File: src/rtl/serdes_pkg.sv
// Shared SERDES definitions: symbol width, K28.5 comma patterns, receive FSM
// state encoding and a small saturating-counter helper.
// All symbol vectors are [0:SYM_W-1], so index 0 is the first bit on the wire.
package serdes_pkg;

   localparam int SYM_W = 10;

   // K28.5 with running disparity negative / positive, abcdeifghj order
   localparam logic [0:SYM_W-1] K28_5_RDN = 10'b0011111010;
   localparam logic [0:SYM_W-1] K28_5_RDP = 10'b1100000101;

   // Receive alignment FSM encoding
   localparam logic [1:0] ST_HUNT  = 2'd0;
   localparam logic [1:0] ST_CHECK = 2'd1;
   localparam logic [1:0] ST_SYNC  = 2'd2;

   // 4-bit increment that sticks at 15
   function automatic logic [3:0] sat_inc4(input logic [3:0] v);
      return (v == 4'hF) ? v : v + 4'd1;
   endfunction

endpackage

File: src/rtl/comma_detect.sv
// Combinational comma finder: compares a full symbol window against both
// disparities of the comma character.
module comma_detect
   import serdes_pkg::*;
#(
   parameter int               WIDTH   = SYM_W,
   parameter logic [0:WIDTH-1] COMMA_P = K28_5_RDN,
   parameter logic [0:WIDTH-1] COMMA_N = K28_5_RDP
) (
   input  logic [0:WIDTH-1] win_i,
   output logic             is_comma_o
);

   assign is_comma_o = (win_i == COMMA_P) | (win_i == COMMA_N);

endmodule

File: src/rtl/sipo_comma_align.sv
// Serial-to-parallel receive stage with comma-based word alignment.
// HUNT waits for any comma, CHECK counts boundary-aligned commas until
// LOCK_COUNT is reached, SYNC is the locked state. A comma seen off the
// current boundary moves the boundary (realign) and restarts the count.
module sipo_comma_align
   import serdes_pkg::*;
#(
   parameter int               WIDTH      = SYM_W,
   parameter logic [0:WIDTH-1] COMMA_P    = K28_5_RDN,
   parameter logic [0:WIDTH-1] COMMA_N    = K28_5_RDP,
   parameter int               LOCK_COUNT = 3
) (
   input  logic             clk,
   input  logic             reset,
   input  logic             serial_in,
   output logic [0:WIDTH-1] parallel_out,
   output logic             data_valid,
   output logic             comma_det,
   output logic             locked,
   output logic             realign
);

   localparam logic [3:0] LAST_BIT = 4'(WIDTH - 1);
   localparam logic [3:0] LOCK_N   = 4'(LOCK_COUNT);
   // With a single required comma the first one found already means lock
   localparam logic [1:0] ST_FIRST = (LOCK_COUNT == 1) ? ST_SYNC : ST_CHECK;

   // The oldest history bit drops out of the window on the same edge it
   // would be shifted out, so only bits 1..WIDTH-1 are stored.
   logic [1:WIDTH-1] sr_q;
   logic [0:WIDTH-1] win;
   logic             is_comma;

   logic [1:0]       state_q, state_d;
   logic [3:0]       bit_cnt_q, bit_cnt_d;
   logic [3:0]       comma_cnt_q, comma_cnt_d;
   logic [3:0]       cnt_inc;
   logic [0:WIDTH-1] pout_q, pout_d;
   logic             dv_q, dv_d;
   logic             cd_q, cd_d;
   logic             rl_q, rl_d;
   logic             locked_q;
   logic             at_bnd;

   // Window includes the bit being sampled on this edge
   assign win    = {sr_q, serial_in};
   assign at_bnd = (bit_cnt_q == LAST_BIT);

   comma_detect #(
      .WIDTH   (WIDTH),
      .COMMA_P (COMMA_P),
      .COMMA_N (COMMA_N)
   ) u_comma_detect (
      .win_i      (win),
      .is_comma_o (is_comma)
   );

   // Alignment FSM, bit/comma counters and capture decision
   always_comb begin
      state_d     = state_q;
      bit_cnt_d   = bit_cnt_q;
      comma_cnt_d = comma_cnt_q;
      pout_d      = pout_q;
      dv_d        = 1'b0;
      cd_d        = 1'b0;
      rl_d        = 1'b0;
      cnt_inc     = sat_inc4(comma_cnt_q);
      case (state_q)
         ST_HUNT: begin
            if (is_comma) begin
               pout_d      = win;
               dv_d        = 1'b1;
               cd_d        = 1'b1;
               bit_cnt_d   = 4'd0;
               comma_cnt_d = 4'd1;
               state_d     = ST_FIRST;
            end
         end
         ST_CHECK, ST_SYNC: begin
            if (is_comma && !at_bnd) begin
               // Comma off the expected boundary: adopt the new boundary
               pout_d      = win;
               dv_d        = 1'b1;
               cd_d        = 1'b1;
               rl_d        = 1'b1;
               bit_cnt_d   = 4'd0;
               comma_cnt_d = 4'd1;
               state_d     = ST_FIRST;
            end else if (at_bnd) begin
               pout_d    = win;
               dv_d      = 1'b1;
               bit_cnt_d = 4'd0;
               if (is_comma) begin
                  cd_d        = 1'b1;
                  comma_cnt_d = cnt_inc;
                  if (state_q == ST_CHECK && cnt_inc == LOCK_N)
                     state_d = ST_SYNC;
               end
            end else begin
               bit_cnt_d = bit_cnt_q + 4'd1;
            end
         end
         default: state_d = ST_HUNT;
      endcase
   end

   // State and output registers; locked follows the next state so it rises
   // together with the valid of the locking comma
   always_ff @(posedge clk or posedge reset) begin
      if (reset) begin
         sr_q        <= '0;
         state_q     <= ST_HUNT;
         bit_cnt_q   <= 4'd0;
         comma_cnt_q <= 4'd0;
         pout_q      <= '0;
         dv_q        <= 1'b0;
         cd_q        <= 1'b0;
         rl_q        <= 1'b0;
         locked_q    <= 1'b0;
      end else begin
         sr_q        <= win[1:WIDTH-1];
         state_q     <= state_d;
         bit_cnt_q   <= bit_cnt_d;
         comma_cnt_q <= comma_cnt_d;
         pout_q      <= pout_d;
         dv_q        <= dv_d;
         cd_q        <= cd_d;
         rl_q        <= rl_d;
         locked_q    <= (state_d == ST_SYNC);
      end
   end

   assign parallel_out = pout_q;
   assign data_valid   = dv_q;
   assign comma_det    = cd_q;
   assign realign      = rl_q;
   assign locked       = locked_q;

endmodule

File: config.mk
export PLATFORM = sky130hd
export DESIGN_NAME = sipo_comma_align
export DESIGN_NICKNAME = d
export VERILOG_FILES = /design/src/rtl/serdes_pkg.sv /design/src/rtl/comma_detect.sv /design/src/rtl/sipo_comma_align.sv
export SDC_FILE = /design/constraint.sdc
export NUM_CORES = 1
export LEC_CHECK = 0
export BUFFER_PORTS_ARGS = -buffer_cell sky130_fd_sc_hd__buf_2
export CORE_ASPECT_RATIO = 1.1
export CORE_MARGIN = 10
export CORE_UTILIZATION = 40
export CTS_CLUSTER_DIAMETER = 120
export DETAILED_ROUTE_END_ITERATION = 6
export PLACE_DENSITY = 0.58
export RECOVER_POWER = 50
export SLEW_MARGIN = 20
export SYNTH_ARGS = -nofsm -noshare
export SYNTH_HDL_FRONTEND = slang
export SYNTH_SLANG_ARGS = --single-unit
File: constraint.sdc
create_clock -name clk -period 2.1 [get_ports clk]
set_input_delay 0.105 -clock clk [delete_from_list [all_inputs] [get_ports clk]]
set_output_delay 0.105 -clock clk [all_outputs]
set_load 0.02 [all_outputs]
* After elaboration in Yosys (flattened, before gate mapping) *
Index checks and enable logic that the tools add are counted.

operators by class
  $add $sub $neg = 2
  bitwise operators = 1
  muxes and demuxes = 29
  reduce and logical (&&, ||, !) cells = 9
  eq/ne operators = 11

operators by type and width
  cell                                                   number
  2-to-1 mux 4 bit                                       8
  2-to-1 mux 10 bit                                      3
  one-hot mux 10 bit (2 select lines)                    1
  one-hot mux 4 bit (2 select lines)                     2
  equality test 10 bit (second input constant)           1
  equality test 10 x 8 -> 1 bit (second input constant)  1
  2-to-1 mux 2 bit                                       5
  adder 4 x 1 -> 4 bit (second input constant)           2
  equality test 4 bit (second input constant)            2
  2-to-1 mux 1 bit                                       7
  inequality test 3 bit (second input constant)          2
  equality test 2 bit (second input constant)            2
  equality test 4 x 2 -> 1 bit (second input constant)   1
  one-hot mux 1 bit (2 select lines)                     2
  one-hot mux 2 bit (2 select lines)                     1
  AND reduction 4 bit                                    1
  AND reduction 3 bit                                    1
  equality test 2 x 1 -> 1 bit (second input constant)   1
  logical AND 1 bit                                      2
  logical NOT 2 bit                                      1
  inequality test 2 bit (second input constant)          1
  AND reduction 2 bit                                    1
  nonzero test 2 bit                                     1
  OR reduction 2 bit                                     1
  other kinds (2)                                        2

storage, ports and cells
  word-level logic and storage cells = 61
  bits of input ports = 3
  output and inout port bits = 14
  flip-flop bits (word level) = 33

* Longest topological paths before layout *
Gate-level depths: netlist of run 1.

  depth after elaboration = 10
  gate-level depth with buffers = 7
  gate-level depth less buffers = 7

* By module *
A second synthesis of run 1 with hierarchy kept.

unflattened totals
  cells, all modules = 121
  area, all modules = 1575.3 um^2

modules (own cells, without submodules)
  module            times used  area an instance (um^2)  sequential area each (um^2)  cells each
  sipo_comma_align  1           1514.0                   825.8                        115
  comma_detect      1           61.3                     0.0                          6

* Worst setup path after synthesis of run 1 *
OpenSTA, ideal clock, no wires.

  kind = register to register
  start = register sr_q[1] in the netlist's numbering
  end = register pout_q, in the netlist parallel_out[9]
  path buffers = 0
  slack = 0.240 ns
  arrival time = 1.735 ns
  stages on the path, launching flop included = 6
  period minus slack after synthesis = 1.860 ns
  required time = 1.975 ns
  setup time = 0.125 ns
  path through = dfrtp_1 nand4bb_1 nor4b_2 nor2_2 a21oi_4 mux2_2

on the way
  longest elaborated chain between the ends = 5

RTL lines
  what                                                                                  RTL line                 source
  from (decl)                                                                           sipo_comma_align.sv:30   logic [1:WIDTH-1] sr_q;
  from (signal assigned)                                                                sipo_comma_align.sv:121  sr_q <= win[1:WIDTH-1];
  equality test 10 x 8 -> 1 bit or equality test 10 bit (tied branches)                 comma_detect.sv:14       assign is_comma_o = (win_i == COMMA_P) | (win_i == COMMA_N);
  bitwise OR 1 bit *                                                                    comma_detect.sv:14
  logical AND 1 bit                                                                     sipo_comma_align.sv:80   if (is_comma && !at_bnd) begin
  inequality test 3 bit (no line) or 2-to-1 mux 10 bit (tied branches)                  -
  AND reduction 3 bit (no line) or one-hot mux 10 bit (2 select lines) (tied branches)  -
  to (signal assigned)                                                                  sipo_comma_align.sv:125  pout_q <= pout_d;
  to (decl)                                                                             sipo_comma_align.sv:38   logic [0:WIDTH-1] pout_q, pout_d;

Mark *: on every way between the ends. The rest lies on a longest branch, timed or not.
A chain may end at the register's enable or synchronous reset.

* Worst setup path in the final report of run 1 *
  start = input serial_in
  end = register locked_q (netlist: locked)

on the way
  longest elaborated chain between the ends = 7

RTL lines
  what                                                                   RTL line                 source
  from (decl)                                                            sipo_comma_align.sv:15   input logic serial_in,
  equality test 10 x 8 -> 1 bit or equality test 10 bit (tied branches)  comma_detect.sv:14
  bitwise OR 1 bit *                                                     comma_detect.sv:14
  2-to-1 mux 2 bit                                                       sipo_comma_align.sv:93   if (is_comma) begin
  2-to-1 mux 2 bit                                                       sipo_comma_align.sv:89   end else if (at_bnd) begin
  2-to-1 mux 2 bit                                                       sipo_comma_align.sv:80
  one-hot mux 2 bit (2 select lines) *                                   sipo_comma_align.sv:68   case (state_q)
  equality test 2 bit *                                                  sipo_comma_align.sv:129  locked_q <= (state_d == ST_SYNC);
  to (signal assigned)                                                   sipo_comma_align.sv:129
  to (decl)                                                              sipo_comma_align.sv:42   logic locked_q;

Marks and branches as above.

==> flow_summary.yaml, run 1 <==
routing:
  wl_per_cell_um: 14.8
  dr.pass1.iters: 4
  drt_iter0_drc: 62
  wl_um: 3000
  drc: 0
  avgViaCountPerCell: 5.38
  ant_nets: 0
  dr_total_vias: 1092
grt:
  grt_first_pass_wirelength_um: 5150
  grt.overflow.total: 0
  grt_pass1_vias: 1144
  grt_usage_pct: 9.68
  grt_most_used_layer: "met2"
  grtUsageMet3_pct: 3.88
  grt_antenna_before_repair: 0
  grt_util_met1_pct: 9.76
  grt_util_met2_pct: 16.5
  grt_max_degree: 34
clock_network:
  htreeDepth: 2
  numCtsBuffers: 5
  clk_latency_ns: 0.28
  clkTransAtPathRegs_ns: 0.06
  ctsRootBufferMaster: "clkbuf_8"
  clockBufferDepth: 2
  tritoncts: "done"
  cts_sinks: 33
job:
  maxCapViolCount: 0
finish:
  syn_to_final_growth_pct: 19.8
  nets: 162
  antenna_cells: 0
  fillers: 342
  drive_gt1_share_pct: 28.1
  final_area_um2: 1780
  final_util_pct: 49.1
setup_path:
  worst-endpoint-required_ns: 2.27
  start_kind: "input pin"
  r2r_setup_slack_ns: 0.14
  criticalPathCategory: "input pin to flip-flop"
  reg2reg_from: "sr_q[3]$_DFF_PP0_"
  crit_path_max_fanout: 12
  worstReg2RegEnd: "parallel_out[4]$_DFFE_PP0P_"
  reg2reg_depth: 6
  critPathCaptureType: "flip-flop"
  arrival_ns: 2.14
placed_design:
  pre_cts_ws_ns: 0.0656
  dpl.hpwl_um: 2200
  portBuffers: 16
  postPlaceCellArea_um2: 1650
  gp_congestion: 0.772
timing:
  period_share_pct: 93.8
  fmax_mhz: 508
  min_period_ns: 1.97
  fin_tns_setup_ns: 0
  report.final.slew_viol_count: 0
  setup_ws_ns: 0.130
  slew_headroom_pct: 45.5
  setup_violations: 0
  fin_skew_ns: 0.00892
  worst_slew_pin_slew_ns: 0.818
  rsz0062_at_grt: "no"
  hold_viol: 0
synth:
  synth_ff_type: "dfrtp_1"
  synth_edf_count: 0
  synthSimpleGateAreaFrac_pct: 13.2
  synth.avg_cell_area_um2: 11.9
  synthMuxAreaShare_pct: 8.24
  async_flop_share_pct: 100
  yosysWarnings: 0
  ys_ff_latch: 33
  synthDistinctLibCells: 39
  synth_top_family_by_area: "compound AO/OA/AOI/OAI gates"
  synthCells: 125
  synth-compound-area-share_pct: 14.4
  synth_fp_nets: 134
  synth_xor_area_share_pct: 0.589
  yosysSeqAreaShare_pct: 55.5
  syn_area_um2: 1490
  synth_adder_area_share_pct: 5.05
power_and_ir_drop:
  vdd_drop_max_mv: 0.482
  p_sw_uw: 443
  pwr-share-seq_pct: 51.0
  powerDensity_nw_per_um2: 864
  leakage_nw: 0.829
  p_comb_share_pct: 18.0
  p_sw_share_pct: 28.8
  pwr-share-clk_pct: 31.0
  internal_power_mw: 1.10
min_path:
  min_from: "sr_q[7]$_DFF_PP0_"
  holdPathEnd: "sr_q[6]$_DFF_PP0_"
  hold_path.class: "flip-flop to flip-flop"
  hold-path-cell-count: 0
floorplanning:
  num_rows: 23
  die_h_um: 84.0
  initial_core_util_pct: 41.0
  die-area_um2: 6560
  top_level_ports: 17
  core-area_um2: 3630
  fp.dieW_um: 78.1
outcome:
  status: "complete, no violations"
==> metal layers <==
| metal | share of wire, % | vias to the layer above |
|---|---|---|
| met3 | 5.6 | 6 |
| met5 | 0 | - |
| met2 | 51 | 25 |
| li1 | - | 520 |
| met1 | 41 | 541 |
| met4 | 2.2 | 0 |
==> cell type report <==
| cell class | instances | area [µm²] | area share [%] |
|---|---|---|---|
| Timing Repair Buffer | 23 | 148 | 8.29 |
| Sequential cell | 33 | 826 | 46.3 |
| Tap cell | 50 | 62.6 | 3.51 |
| Clock buffer | 7 | 86.3 | 4.85 |
| Inverter | 9 | 33.8 | 1.90 |
| Multi-Input combinational cell | 81 | 626 | 35.1 |
==> through the flow <==
| step | total power, mW | instances | hold WS, ns |
|---|---|---|---|
| after global placement | 1.06 | 193 | 0.202 |
| after floorplan | 0.975 | 125 | 0.136 |
| final | 1.54 | 203 | 0.422 |
| after CTS | 1.56 | 202 | 0.416 |
| after global routing | 1.62 | 203 | 0.444 |
| after detailed placement | 1.07 | 193 | 0.219 |
==> worst max-delay path: stages <==
cell and delay (ns):
dlygate4sd3_1 0.53, buf_2 0.13, nand4bb_1 0.23, nor4b_4 0.31, buf_4 0.17, or2_2 0.24
o21ai_0 0.18, o221a_2 0.25
==> power by group through the flow <==
stage,clock [mW],combinational [mW],sequential [mW]
after global routing,0.516,0.312,0.796
after floorplan,0,0.152,0.823
after CTS,0.491,0.282,0.785
final,0.477,0.277,0.785
after global placement,0,0.269,0.793
after detailed placement,0,0.279,0.796
==> logic make-up (layout without fill, tap and decap cells) <==
| logic type | count (synthesis) | after routing |
|---|---|---|
| AOI/OAI and AO/OA | 31 | 31 |
| xor gates and xnor gates | 1 | 1 |
| adders and majority gates | 6 | 6 |
| buffers and inverters | 11 | 39 |
| DFF | 33 | 33 |
| muxes | 11 | 11 |
| and+or+nand+nor | 32 | 32 |
==> cell usage after synthesis (2+ instances only) <==
master,instances,area share [%]
a21oi_1,6,2.0
a31oi_1,2,0.84
dfrtp_1,33,56
ha_1,6,5.0
inv_1,8,2.0
mux2_2,10,7.6
nand2_1,5,1.3
nand3_1,3,1.0
nand4bb_1,2,1.5
nor2_1,6,1.5
nor3_1,5,1.7
o211ai_1,2,1.0
o21a_1,2,1.0
o21ai_0,7,2.4
o22ai_1,2,0.84
o32ai_1,2,1.2
or2_2,2,0.84
==> repair_timing <==
action | 4_1_cts | 5_1_grt
endpoints found under the setup margin | 0 | 11
gates resized for setup | 0 | 1
setup buffers | 0 | 1
endpoints found under the hold margin | 34 | 0
hold buffers | 2 | 0
==> how the worst max path moves through the flow <==
stage,startpoint,to,slack [ns]
final,serial_in,locked$_DFF_PP0_,0.13
after global routing,sr_q[3]$_DFF_PP0_,parallel_out[4]$_DFFE_PP0P_,0.01
after CTS,serial_in,parallel_out[4]$_DFFE_PP0P_,0.05
after detailed placement,sr_q[3]$_DFF_PP0_,parallel_out[4]$_DFFE_PP0P_,0.07
after global placement,sr_q[3]$_DFF_PP0_,parallel_out[7]$_DFFE_PP0P_,0.12
after floorplan,sr_q[1]$_DFF_PP0_,parallel_out[9]$_DFFE_PP0P_,0.24
==> flip-flops by register name (all words and copies together), names as in the netlist <==
name	cells
bit_cnt_q	4
comma_cnt_q	4
comma_det	1
data_valid	1
locked	1
parallel_out	10
realign	1
sr_q	9
state_q	2
==> cells in the final DEF (no fill, tap or decap), drive strengths merged, types with 2 or more instances in the layout <==
cell,instances
buf,20
nand4bb,2
dlygate4sd3,2
nand3,3
o22ai,2
nor3,5
o32ai,2
or2,2
ha,6
a21oi,7
o211ai,2
a31oi,2
clkbuf,8
mux2,10
nor4b,2
o21ai,7
o21a,2
dfrtp,33
nor2,7
nand2,5
inv,8
(Power assumes the default switching activity.)
==> run 2: changes to the inputs <==
--- a/config.mk
+++ b/config.mk
@@ -16,4 +16,5 @@
 export SLEW_MARGIN = 20
 export SYNTH_ARGS = -nofsm -noshare
 export SYNTH_HDL_FRONTEND = slang
+export SYNTH_HIERARCHICAL = 1
 export SYNTH_SLANG_ARGS = --single-unit
==> flow_summary.yaml, run 2 <==
power_and_ir_drop:
  leakage_nw: 0.999
  p_sw_uw: 537
  p_sw_share_pct: 29.6
  pwr-share-clk_pct: 28.7
  internal_power_mw: 1.28
  vdd_drop_max_mv: 0.690
  p_comb_share_pct: 26.2
  powerDensity_nw_per_um2: 914
  pwr-share-seq_pct: 45.1
grt:
  grt_usage_pct: 9.64
  grt_first_pass_wirelength_um: 5220
  grt_max_degree: 34
  grt_antenna_before_repair: 0
  grt_pass1_vias: 1135
  grt.overflow.total: 0
setup_path:
  crit_end: "parallel_out[8]$_DFFE_PP0P_"
  criticalPathCategory: "flip-flop to flip-flop"
  r2r_setup_slack_ns: -0.08
  reg2reg_from: "sr_q[9]$_DFF_PP0_"
  crit_buf_inv: 1
  cp-startpoint: "sr_q[9]$_DFF_PP0_"
  path_depth: 7
  crit_path_max_fanout: 7
  crit_chain: "or4b_1 > o41ai_2 > buf_4 > o21ba_4 > nor2_4 > a21oi_4 > mux2_4"
  critPathCaptureType: "flip-flop"
  worst_path_max_delay_cell: "or4b_1"
  critPathTopFamily: "simple AND/OR/NAND/NOR gates"
  worst-endpoint-required_ns: 2.26
  start_kind: "flip-flop"
  cp_slowest_stage_delay_ns: 0.54
  worstReg2RegEnd: "parallel_out[8]$_DFFE_PP0P_"
  reg2reg_depth: 7
  arrival_ns: 2.34
timing:
  period_share_pct: 104
  report.final.slew_viol_count: 0
  worst_slew_pin_slew_ns: 0.503
  min_period_ns: 2.18
  rsz0062_at_grt: "yes"
  fmax_mhz: 458
  fin_skew_ns: 0.00737
  hold_viol: 0
  hold_ws_ns: 0.0939
  setup_ws_ns: -0.0817
  slew_headroom_pct: 66.5
  setup_violations: 13
floorplanning:
  num_rows: 23
  core-area_um2: 3710
  die_h_um: 85.8
  initial_core_util_pct: 42.4
  fp.dieW_um: 79.8
  die-area_um2: 6850
  top_level_ports: 17
routing:
  dr_total_vias: 1060
  dr.pass1.iters: 2
  wl_um: 3010
  ant_nets: 0
  drt_iter0_drc: 110
  wl_per_cell_um: 14.1
  avgViaCountPerCell: 4.98
  drc: 0
finish:
  final_common_cell: "dfrtp_1"
  fin_cells: 213
  nets: 171
  largest_reg_flops: 10
  drive_gt1_share_pct: 42.3
  syn_to_final_growth_pct: 26.0
  mostFrequentLayoutCells: "dfrtp_1, buf_4, buf_2"
  antenna_cells: 0
synth:
  synth.most_common_cell: "dfrtp_1"
  synth_common_cells: "dfrtp_1, mux2_4, o21ai_0, ha_1, nand2_1"
  synthCells: 121
  synth.top_cell.area_share_pct: 52.4
  ys_ff_latch: 33
  synth_edf_count: 0
  yosysSeqAreaShare_pct: 52.4
  synth_ff_type: "dfrtp_1"
  async_flop_share_pct: 100
  synth.avg_cell_area_um2: 13.0
  yosysWarnings: 6
  synthDistinctLibCells: 45
  synth_fp_nets: 130
  synth_area_leaders: "dfrtp_1, mux2_4, ha_1"
  syn_area_um2: 1580
  yosysTopAreaCell: "dfrtp_1"
clock_network:
  clockBufferDepth: 2
  htreeDepth: 2
  clk_latency_ns: 0.28
  numCtsBuffers: 5
  cts_sinks: 33
  clkTransAtPathRegs_ns: 0.06
  ctsRootBufferMaster: "clkbuf_8"
  tritoncts: "done"
placed_design:
  dpl.hpwl_um: 2120
  place_inst: 199
  gp_congestion: 0.703
  portBuffers: 16
outcome:
  violations: "setup timing"
  status: "finished, violations left"
min_path:
  hold_path.class: "input pin to flip-flop"
job:
  maxCapViolCount: 0
==> run 2: what timing repair did <==
item	4_1_cts	5_1_grt
endpoints found under the hold margin	34	1
endpoints found under the setup margin	15	20
setup buffers	3	0
gates cloned	1	0
gates resized for setup	3	8
pin swaps	0	5
hold buffers	1	1
==> run 2: per-layer routing <==
metal | GRT usage [%] | vias up | share of wire [%]
li1 | - | 526 | -
met2 | 16.3 | 14 | 51
met3 | 4.07 | 4 | 4.6
met4 | 4.65 | 0 | 1.7
met1 | 10.1 | 516 | 42
met5 | 0 | - | 0
==> run 2: how the worst min path moves through the flow <==
stage / start / end / depth (start not counted)
after floorplan: serial_in / sr_q[9]$_DFF_PP0_ / 0
after global placement: reset / parallel_out[2]$_DFFE_PP0P_ / 3
after detailed placement: reset / parallel_out[1]$_DFFE_PP0P_ / 3
after CTS: serial_in / sr_q[9]$_DFF_PP0_ / 1
after global routing: serial_in / parallel_out[9]$_DFFE_PP0P_ / 2
final: serial_in / parallel_out[9]$_DFFE_PP0P_ / 2
==> run 2: power by group through the flow <==
| stage | registers [mW] | clock network, mW | logic, mW |
|---|---|---|---|
| 4_1_cts | 0.818 | 0.534 | 0.483 |
| 2_1_floorplan | 0.940 | 0 | 0.206 |
| 3_3_place_gp | 0.823 | 0 | 0.468 |
| 3_5_place_dp | 0.828 | 0 | 0.475 |
| 5_1_grt | 0.835 | 0.568 | 0.515 |
| 6_report | 0.817 | 0.521 | 0.475 |
==> run 2: logic make-up after synthesis <==
group / Yosys count / synth area share, %
simple gates: 36 / 16.0
flops: 33 / 52.4
compound gates: 26 / 13.4
mux: 10 / 8.82
buf+inv: 8 / 3.49
fa+ha+maj: 6 / 4.77
xor+xnor: 2 / 1.11
==> run 2: worst register-to-register path: stages (launching register included) <==
cell and delay [ns]:
dfrtp_1 0.38, or4b_1 0.54, o41ai_2 0.21, buf_4 0.21
o21ba_4 0.17, nor2_4 0.14, a21oi_4 0.10, mux2_4 0.32
==> run 2: cell type report <==
type | instances | area [µm²]
Fill cell | 313 | 1730
Multi-Input combinational cell | 81 | 737
Tap cell | 50 | 62.6
Timing Repair Buffer | 36 | 239
Clock buffer | 7 | 96.3
Clock inverter | 1 | 5.00
Inverter | 5 | 18.8
Sequential cell | 33 | 826
==> run 2: per-stage QoR <==
stage / total power, mW / cell area, µm² / util, % / setup WS [ns] / setup TNS [ns]
final: 1.81 / 1980 / 53.5 / -0.0817 / -0.742
after detailed placement: 1.30 / 1800 / 48.5 / -0.0733 / -0.792
after CTS: 1.84 / 1950 / 52.4 / -0.0711 / -0.671
after floorplan: 1.15 / 1580 / - / -0.0889 / -0.622
after global routing: 1.92 / 1980 / 53.5 / -0.200 / -2.91
after global placement: 1.29 / 1800 / 48.5 / -0.0456 / -0.385
==> run 3: changes to the inputs <==
--- a/config.mk
+++ b/config.mk
@@ -7,13 +7,12 @@
 export LEC_CHECK = 0
 export BUFFER_PORTS_ARGS = -buffer_cell sky130_fd_sc_hd__buf_2
 export CORE_ASPECT_RATIO = 1.1
-export CORE_MARGIN = 10
 export CORE_UTILIZATION = 40
 export CTS_CLUSTER_DIAMETER = 120
 export DETAILED_ROUTE_END_ITERATION = 6
 export PLACE_DENSITY = 0.58
 export RECOVER_POWER = 50
-export SLEW_MARGIN = 20
+export SLEW_MARGIN = 25
 export SYNTH_ARGS = -nofsm -noshare
 export SYNTH_HDL_FRONTEND = slang
 export SYNTH_HIERARCHICAL = 1
==> flow_summary.yaml, run 3 (synthesis results as in run 2) <==
placed_design:
  portBuffers: 16
  dpl.hpwl_um: 1980
  postPlaceCellArea_um2: 1790
  gp_congestion: 0.771
  pre_cts_ws_ns: -0.0963
  place_inst: 198
timing:
  min_period_ns: 2.17
  setup_violations: 15
  rsz0062_at_grt: "yes"
  worst_slew_pin_slew_ns: 0.468
  slew_headroom_pct: 68.8
  period_share_pct: 103
  fin_tns_setup_ns: -0.650
  report.final.slew_viol_count: 0
  setup_ws_ns: -0.0711
  hold_viol: 0
  hold_ws_ns: 0.0902
  fin_skew_ns: 0.00977
  fmax_mhz: 461
finish:
  final_common_cell: "dfrtp_1"
  fillers: 336
  mostFrequentLayoutCells: "dfrtp_1, buf_4, buf_2"
  drive_gt1_share_pct: 39.8
  largest_reg_flops: 10
  ff_latch_area_um2: 826
  multiInputGateArea_um2: 724
  fin_cells: 211
  final_area_um2: 1950
  antenna_cells: 0
  final_util_pct: 52.5
  syn_to_final_growth_pct: 23.7
  nets: 170
floorplanning:
  fp.dieW_um: 61.8
  die_h_um: 67.8
  core-area_um2: 3710
  die-area_um2: 4190
  initial_core_util_pct: 42.4
  num_rows: 23
  top_level_ports: 17
power_and_ir_drop:
  vdd_drop_max_mv: 0.633
  leakage_nw: 0.975
  p_total_mw: 1.78
  powerDensity_nw_per_um2: 914
clock_network:
  clockBufferDepth: 2
  numCtsBuffers: 5
  htreeDepth: 2
  cts_sinks: 33
  clk_latency_ns: 0.29
  ctsRootBufferMaster: "clkbuf_8"
  tritoncts: "done"
  clkTransAtPathRegs_ns: 0.07
setup_path:
  crit_buf_inv: 1
  worst_path_max_delay_cell: "or4b_1"
  arrival_ns: 2.34
  critPathTopFamily: "simple AND/OR/NAND/NOR gates"
  worst-endpoint-required_ns: 2.27
  critPathCaptureType: "flip-flop"
  cp_slowest_stage_delay_ns: 0.54
  start_kind: "flip-flop"
  crit_path_max_fanout: 7
  criticalPathCategory: "flip-flop to flip-flop"
  crit_chain: "or4b_1 > o41ai_2 > buf_4 > o21ba_4 > nor2_4 > a21oi_4 > mux2_4"
grt:
  grt_usage_pct: 16.6
  grt_most_used_layer: "met2"
  grt_antenna_before_repair: 0
  grt_max_degree: 34
  grt.overflow.total: 0
  grt_util_met1_pct: 19.7
  grt_pass1_vias: 1077
  grtUsageMet3_pct: 4.73
  grt_util_met2_pct: 27.3
  grt_first_pass_wirelength_um: 4950
routing:
  wl_per_cell_um: 13.5
  ant_nets: 0
  wl_um: 2840
  drc: 0
  drt_iter0_drc: 44
  dr_total_vias: 1071
  avgViaCountPerCell: 5.08
  dr.pass1.iters: 4
outcome:
  status: "finished, violations left"
  violations: "setup timing"
job:
  maxCapViolCount: 0
min_path:
  hold_path.class: "input pin to flip-flop"
-- run 3: power by group --
group | leakage (nW) | switching (mW) | internal [mW]
combinational | 0.515 | 0.241 | 0.231
clock | 0.0433 | 0.229 | 0.259
sequential | 0.416 | 0.0703 | 0.750
total | 0.975 | 0.541 | 1.24
-- run 3: final timing paths --
| path | start | to | slack, ns | cells past startpoint |
|---|---|---|---|---|
| worst max register to register | sr_q[9]$_DFF_PP0_ | parallel_out[0]$_DFFE_PP0P_ | -0.07 | 7 |
| worst min register to register | sr_q[2]$_DFF_PP0_ | sr_q[1]$_DFF_PP0_ | 0.44 | 0 |
| min in group asynchronous | reset | comma_cnt_q[2]$_DFFE_PP0P_ | 0.44 | 4 |
| max in group asynchronous | reset | bit_cnt_q[3]$_DFFE_PP0P_ | 1.36 | 4 |
| worst max-delay path | sr_q[9]$_DFF_PP0_ | parallel_out[0]$_DFFE_PP0P_ | -0.07 | 7 |
| worst min-delay path | serial_in | parallel_out[9]$_DFFE_PP0P_ | 0.09 | 2 |
-- run 3: final cells by class --
type | instances | area share, %
inverters | 5 | 0.963
well taps | 50 | 3.21
clock buffers | 6 | 4.24
flip-flops and latches | 33 | 42.4
multi-input cells | 81 | 37.2
clock inverters | 1 | 0.385
repair buffers | 35 | 11.7
-- run 3: repair_timing --
item                                    4_1_cts  5_1_grt
gates cloned                                  1        0
resized for setup                             3        2
pin swaps                                     1        7
hold endpoints to repair                     34        1
setup buffers                                 3        0
hold buffers                                  1        1
endpoints found under the setup margin       16       20
-- run 3: routing by layer --
layer | vias to the layer above | part of all wire [%] | wire length (µm)
li1 | 523 | - | -
met1 | 527 | 44 | 1260
met2 | 15 | 50 | 1420
met3 | 6 | 3.4 | 97
met4 | 0 | 2.0 | 57
met5 | - | 0 | 0
